### src/rtl/elastic_pipe_reg.sv
// rtl/elastic_pipe_reg.sv - multi-stage valid/ready pipeline register chain with bubble collapse, stall and flush
// Optional macro ELASTIC_PIPE_DATA_CLEAR_EN: data registers reset, flush and drain to zero.
module elastic_pipe_reg #(
  parameter int WIDTH = 32,
  parameter int DEPTH = 2
) (
  input  logic                         clk,
  input  logic                         rst_n,
  input  logic                         in_valid,
  input  logic [WIDTH-1:0]             in_data,
  output logic                         in_ready,
  output logic                         out_valid,
  output logic [WIDTH-1:0]             out_data,
  input  logic                         out_ready,
  input  logic                         stall,
  input  logic                         flush,
  output logic [$clog2(DEPTH+1)-1:0]   occupancy
);

  localparam int OCC_W = $clog2(DEPTH+1);

  logic [DEPTH-1:0] v_q, v_d;
  logic [DEPTH-1:0] r;
  logic [DEPTH-1:0] src_v;
  logic [WIDTH-1:0] d_q   [DEPTH];
  logic [WIDTH-1:0] d_d   [DEPTH];
  logic [WIDTH-1:0] src_d [DEPTH];

  // Ready ripples back from the output; an empty stage is always ready.
  always_comb begin
    logic carry;
    carry = out_ready;
    r = '0;
    for (int i = DEPTH-1; i >= 0; i--) begin
      r[i] = !v_q[i] | carry;
      carry = r[i];
    end
  end

  always_comb begin
    src_v[0] = in_valid;
    src_d[0] = in_data;
    for (int i = 1; i < DEPTH; i++) begin
      src_v[i] = v_q[i-1];
      src_d[i] = d_q[i-1];
    end
  end

  always_comb begin
    v_d = v_q;
    d_d = d_q;
    if (flush) begin
      v_d = '0;
`ifdef ELASTIC_PIPE_DATA_CLEAR_EN
      for (int i = 0; i < DEPTH; i++) d_d[i] = '0;
`endif
    end else if (!stall) begin
      for (int i = 0; i < DEPTH; i++) begin
        if (r[i]) begin
          v_d[i] = src_v[i];
          if (src_v[i]) begin
            d_d[i] = src_d[i];
          end
`ifdef ELASTIC_PIPE_DATA_CLEAR_EN
          else if (v_q[i]) begin
            d_d[i] = '0;
          end
`endif
        end
      end
    end
  end

  always_ff @(posedge clk or negedge rst_n) begin
    if (!rst_n) v_q <= '0;
    else        v_q <= v_d;
  end

`ifdef ELASTIC_PIPE_DATA_CLEAR_EN
  always_ff @(posedge clk or negedge rst_n) begin
    if (!rst_n) begin
      for (int i = 0; i < DEPTH; i++) d_q[i] <= '0;
    end else begin
      for (int i = 0; i < DEPTH; i++) d_q[i] <= d_d[i];
    end
  end
`else
  // Data flops carry no reset; only the valid bits define chain contents.
  always_ff @(posedge clk) begin
    for (int i = 0; i < DEPTH; i++) d_q[i] <= d_d[i];
  end
`endif

  always_comb begin
    occupancy = '0;
    for (int i = 0; i < DEPTH; i++) occupancy = occupancy + OCC_W'(v_q[i]);
  end

  assign in_ready  = r[0] & !stall & !flush;
  assign out_valid = v_q[DEPTH-1] & !stall;
  assign out_data  = d_q[DEPTH-1];

endmodule

### config.mk
export PLATFORM = sky130hd
export DESIGN_NAME = elastic_pipe_reg
export DESIGN_NICKNAME = d
export VERILOG_FILES = /design/src/rtl/elastic_pipe_reg.sv
export SDC_FILE = /design/constraint.sdc
export NUM_CORES = 1
export LEC_CHECK = 0
export ABC_AREA = 0
export CAP_MARGIN = 40
export CORE_MARGIN = 8
export CORE_UTILIZATION = 45
export DETAILED_ROUTE_END_ITERATION = 8
export HOLD_SLACK_MARGIN = 0.05
export PLACE_DENSITY_LB_ADDON = 0.15
export SLEW_MARGIN = 0
export SYNTH_ARGS = -nofsm -noshare
export SYNTH_HDL_FRONTEND = slang
export SYNTH_SLANG_ARGS = --single-unit
### constraint.sdc
create_clock -name clk -period 5.18 [get_ports clk]
set_input_delay 0.518 -clock clk [delete_from_list [all_inputs] [get_ports clk]]
set_output_delay 0.518 -clock clk [all_outputs]
set_load 0.02 [all_outputs]
=== After elaboration in Yosys (flattened, before gate mapping) ===
Index checks and enable logic that the tools add are counted.

* Register bits: 66
* Bits in latches: 0
* Memory bits (writable): 0
* Memory bits (read-only): 0
* Output and inout port bits: 36
* Word-level logic and storage cells: 27
* Memories: 0

* $add $sub $neg: 1
* Multiply operators: 0
* Div/mod/pow operators: 0
* Magnitude comparators: 0
* Eq/ne operators: 1
* Shift operators: 0
* Muxes and demuxes: 4
* Bitwise gates (word level): 7
* Reduce and logical (&&, ||, !) cells: 10

{| class="wikitable"
|+ Operators with widths
! operator !! count
|-
| AND reduction 4 bit || 2
|-
| logical NOT 1 bit || 4
|-
| 2-to-1 mux 2 bit || 2
|-
| AND reduction 2 bit || 2
|-
| nonzero test 2 bit || 2
|-
| AND 1 bit || 3
|-
| adder 1 x 1 -> 2 bit || 1
|-
| 2-to-1 mux 1 bit || 2
|-
| != test 2 x 1 -> 1 bit (second input constant) || 1
|-
| NOT 1 bit || 2
|-
| OR 1 bit || 2
|}

=== Longest topological paths before layout ===
* Depth in word-level cells: 6
* Mapped depth: 3
* Depth with buffers taken out: 3

=== Worst setup path before layout ===
No wires, ideal clock.

* Path type: input port to flip-flop
* From: input stall
* To: register d_q (netlist bit out_data[0]) (enable)
* Library setup time: 512 ps
* Arrival time: 3,909 ps
* Required time: 4,668 ps
* Setup slack: 758 ps
* Cell stages on the path: 1
* Buffers on the path: 0
* Path through: nor4b_1

* Word-level cells in the longest chain between the ends: 2

{| class="wikitable"
|+ Ends and longest elaborated chain
! what !! line !! source
|-
| from (decl) || 15 || <nowiki>input logic stall,</nowiki>
|-
| NOT 1 bit (no source line) || - ||
|-
| AND reduction 4 bit (no source line) || - ||
|-
| to (decl) || 25 || <nowiki>logic [WIDTH-1:0] d_q [DEPTH];</nowiki>
|}

No other way between the ends.
A chain may end at the register's enable or synchronous reset.

=== Worst setup path after layout ===
* From: input out_ready
* To: output in_ready

* Word-level cells in the longest chain between the ends: 4

{| class="wikitable"
|+ Ends and longest elaborated chain
! what !! line !! source
|-
| from (decl) || 14 || <nowiki>input logic out_ready,</nowiki>
|-
| OR 1 bit (2 in series) || 35 || <nowiki>r[i] = !v_q[i] | carry;</nowiki>
|-
| AND 1 bit (2 in series) || 99 || <nowiki>assign in_ready = r[0] & !stall & !flush;</nowiki>
|-
| to (decl) || 11 || <nowiki>output logic in_ready,</nowiki>
|}

No other way between the ends.

==> summary.txt <==
STA
  • F_max: 400 MHz
  • Final hold violation count: 0
  • Worst Tran Pin Value: 0.412 ns
  • RSZ-0062 raised after global routing: false
  • Period minus WS final: 2.50 ns
  • Crit share post-route: 48.3%
  • Setup TNS: 0 ns
  • Final setup vio count: 0
  • Slew HR: 72.5%
  • Skew final: 0.00428 ns
  • Final Max Tran Viols: 0

Global routing
  • Initial antenna violation count: 0
  • Number of global-route vias before repair: 1,132
  • Largest net degree at the start of global routing: 33
  • Total grt overflow: 0
  • Global-route wire length before repair: 5910 um
  • GR Util All Layers: 11.0%

Detailed routing
  • Wire length per cell: 15.8 um
  • Initial DRC count: 27
  • Vias/cell: 4.32
  • ANT nets after route: 0
  • Final wirelength: 3810 um
  • Remaining DRCs: 0
  • Total number of vias: 1,040
  • First-pass iteration count of the detailed router: 3

Die
  • Die X: 87.6 um
  • Die area: 7680 um^2
  • Die Height: 87.6 um
  • Core area: 5040 um^2
  • Initial Util: 45.8%
  • Std cell rows: 26
  • Io pins: 74

Worst setup path
  • CP startpoint kind: input port
  • Reg2reg start: v_q[1]
  • CP Max Fanout: 3
  • R2R cell count: 4
  • CP Class: input port to output pin
  • Worst Path Arrival: 1.98 ns
  • Setup crit end kind: output pin
  • Crit Reg-Reg Endpoint: d_q[62]
  • Worst R2R Setup Slack: 3.51 ns
  • WP data required: 4.66 ns

Finish
  • Nets: 205
  • Area added between synthesis and finish: 33.0%
  • Non-Filler Instances: 241
  • Ant diodes: 0
  • Share of cells above drive strength 1: 10.5%

Logic synthesis
  • Synthesized cell area: 2310 um^2
  • Syn_nets: 150
  • Sequential fraction of the synthesis area: 85.4%
  • Yosys reg bits: 66
  • Synthesized instance count: 111
  • Synth Warn #: 0
  • Distinct cell type count after synthesis: 13
  • Mean Syn Cell Area: 20.8 um^2

Clocking
  • Worst-path clk slew: 0.06 ns
  • Total CTS buffers: 9
  • Setup Buffers After CTS: 0
  • Worst-Skew Late Latency: 0.32 ns
  • Cts repair resizes: 0
  • Root Buffer: clkbuf_8
  • H-tree depth: 3
  • CTS tree: yes
  • Deepest clock path buffer count: 2
  • CTS Hold Buffers Added: 0
  • CTS Sinks: 66

Hold path
  • HP Class: input port to async pin

Placement
  • Placer Congestion: 0.677
  • Dpl cells: 225
  • Buffers added on ports: 73
  • Placed wire-length estimate: 2760 um

Pwr
  • Max VDD drop: 0.200 mV
  • Pwr/cell area: 326 nW/um^2
  • Leak Pwr: 1.03 nW

Flow run
  • Max-Cap Viols: 0

Run status
  • Status: completed
## logic make-up after synthesis
group | count (synthesis) | share of synthesized area [%]
and+or+nand+nor | 6 | 2.06
DFF | 66 | 85.4
adders and majority gates | 1 | 0.542
buffers and inverters | 33 | 10.6
AOI/OAI and AO/OA | 5 | 1.41
## worst max-delay path, stage by stage
cell	delay, ns
clkdlybuf4s50_1	0.52
nor2b_4	0.06
a211oi_2	0.23
clkdlybuf4s50_1	0.65
## state kept, by name, summed over array words and instances (netlist names)
register and cells:
v_q 2, out_data 32, d_q 32
## area by class of cell
class | count | area (um^2)
Multi-Input combinational cell | 12 | 98.8
Fill cell | 383 | 1970
Clock inverter | 4 | 18.8
Inverter | 1 | 3.75
Tap cell | 70 | 87.6
Clock buffer | 12 | 135
Sequential cell | 66 | 1970
Timing Repair Buffer | 76 | 753
## routing by layer
layer / wire [um] / global-route usage, % / share of wire (%)
met2: 1860 / 17.1 / 49
met5: 0 / 0 / 0
met3: 503 / 7.60 / 13
met1: 1380 / 10.4 / 36
met4: 71 / 6.56 / 1.9
## stage by stage
stage | area [um^2] | worst slack [ns] | hold WS (ns) | power [mW] | utilization [%]
6_report | 3070 | 2.68 | 0.365 | 1.00 | 60.9
5_1_grt | 3070 | 2.58 | 0.347 | 1.05 | 60.9
4_1_cts | 3070 | 2.66 | 0.346 | 1.01 | 60.9
3_5_place_dp | 2920 | 2.66 | 0.405 | 0.675 | 57.8
3_3_place_gp | 2920 | 2.71 | 0.401 | 0.672 | 57.8
2_1_floorplan | 2310 | 0.758 | 0.222 | 0.636 | -
## cell usage in the layout (no fill, tap or decap), types with 2 or more instances in the layout
cell type / count
a21oi_1: 2
edfxtp_1: 64
nand2b_1: 2
o21ai_0: 2
clkinv_2: 3
dfrtp_1: 2
clkbuf_8: 9
clkbuf_1: 3
buf_4: 3
clkdlybuf4s50_1: 73
## how the worst max path moves through the flow
stage / startpoint / end / cells past startpoint
3_3_place_gp: out_ready / in_ready / 4
5_1_grt: out_ready / in_ready / 4
2_1_floorplan: stall / out_data[0] / 1
4_1_cts: out_ready / in_ready / 4
3_5_place_dp: out_ready / in_ready / 4
6_report: out_ready / in_ready / 4
## synthesized netlist by cell type
cell type	count	area [um^2]
a211oi_2	1	12.5
a21oi_1	2	10.0
and2_1	1	6.26
buf_4	32	240
dfrtp_1	2	50.1
edfxtp_1	64	1920
ha_1	1	12.5
inv_1	1	3.75
nand2b_1	2	12.5
nor2b_1	1	6.26
nor2b_4	1	13.8
nor4b_1	1	8.76
o21ai_0	2	10.0
## power breakdown
part	internal (mW)	leakage [nW]	switching, mW	total, mW
clock network	0.170	0.0816	0.169	0.339
registers	0.604	0.610	0.00424	0.608
logic	0.0343	0.335	0.0208	0.0551
No activity file was read; power rests on OpenSTA's default activity.
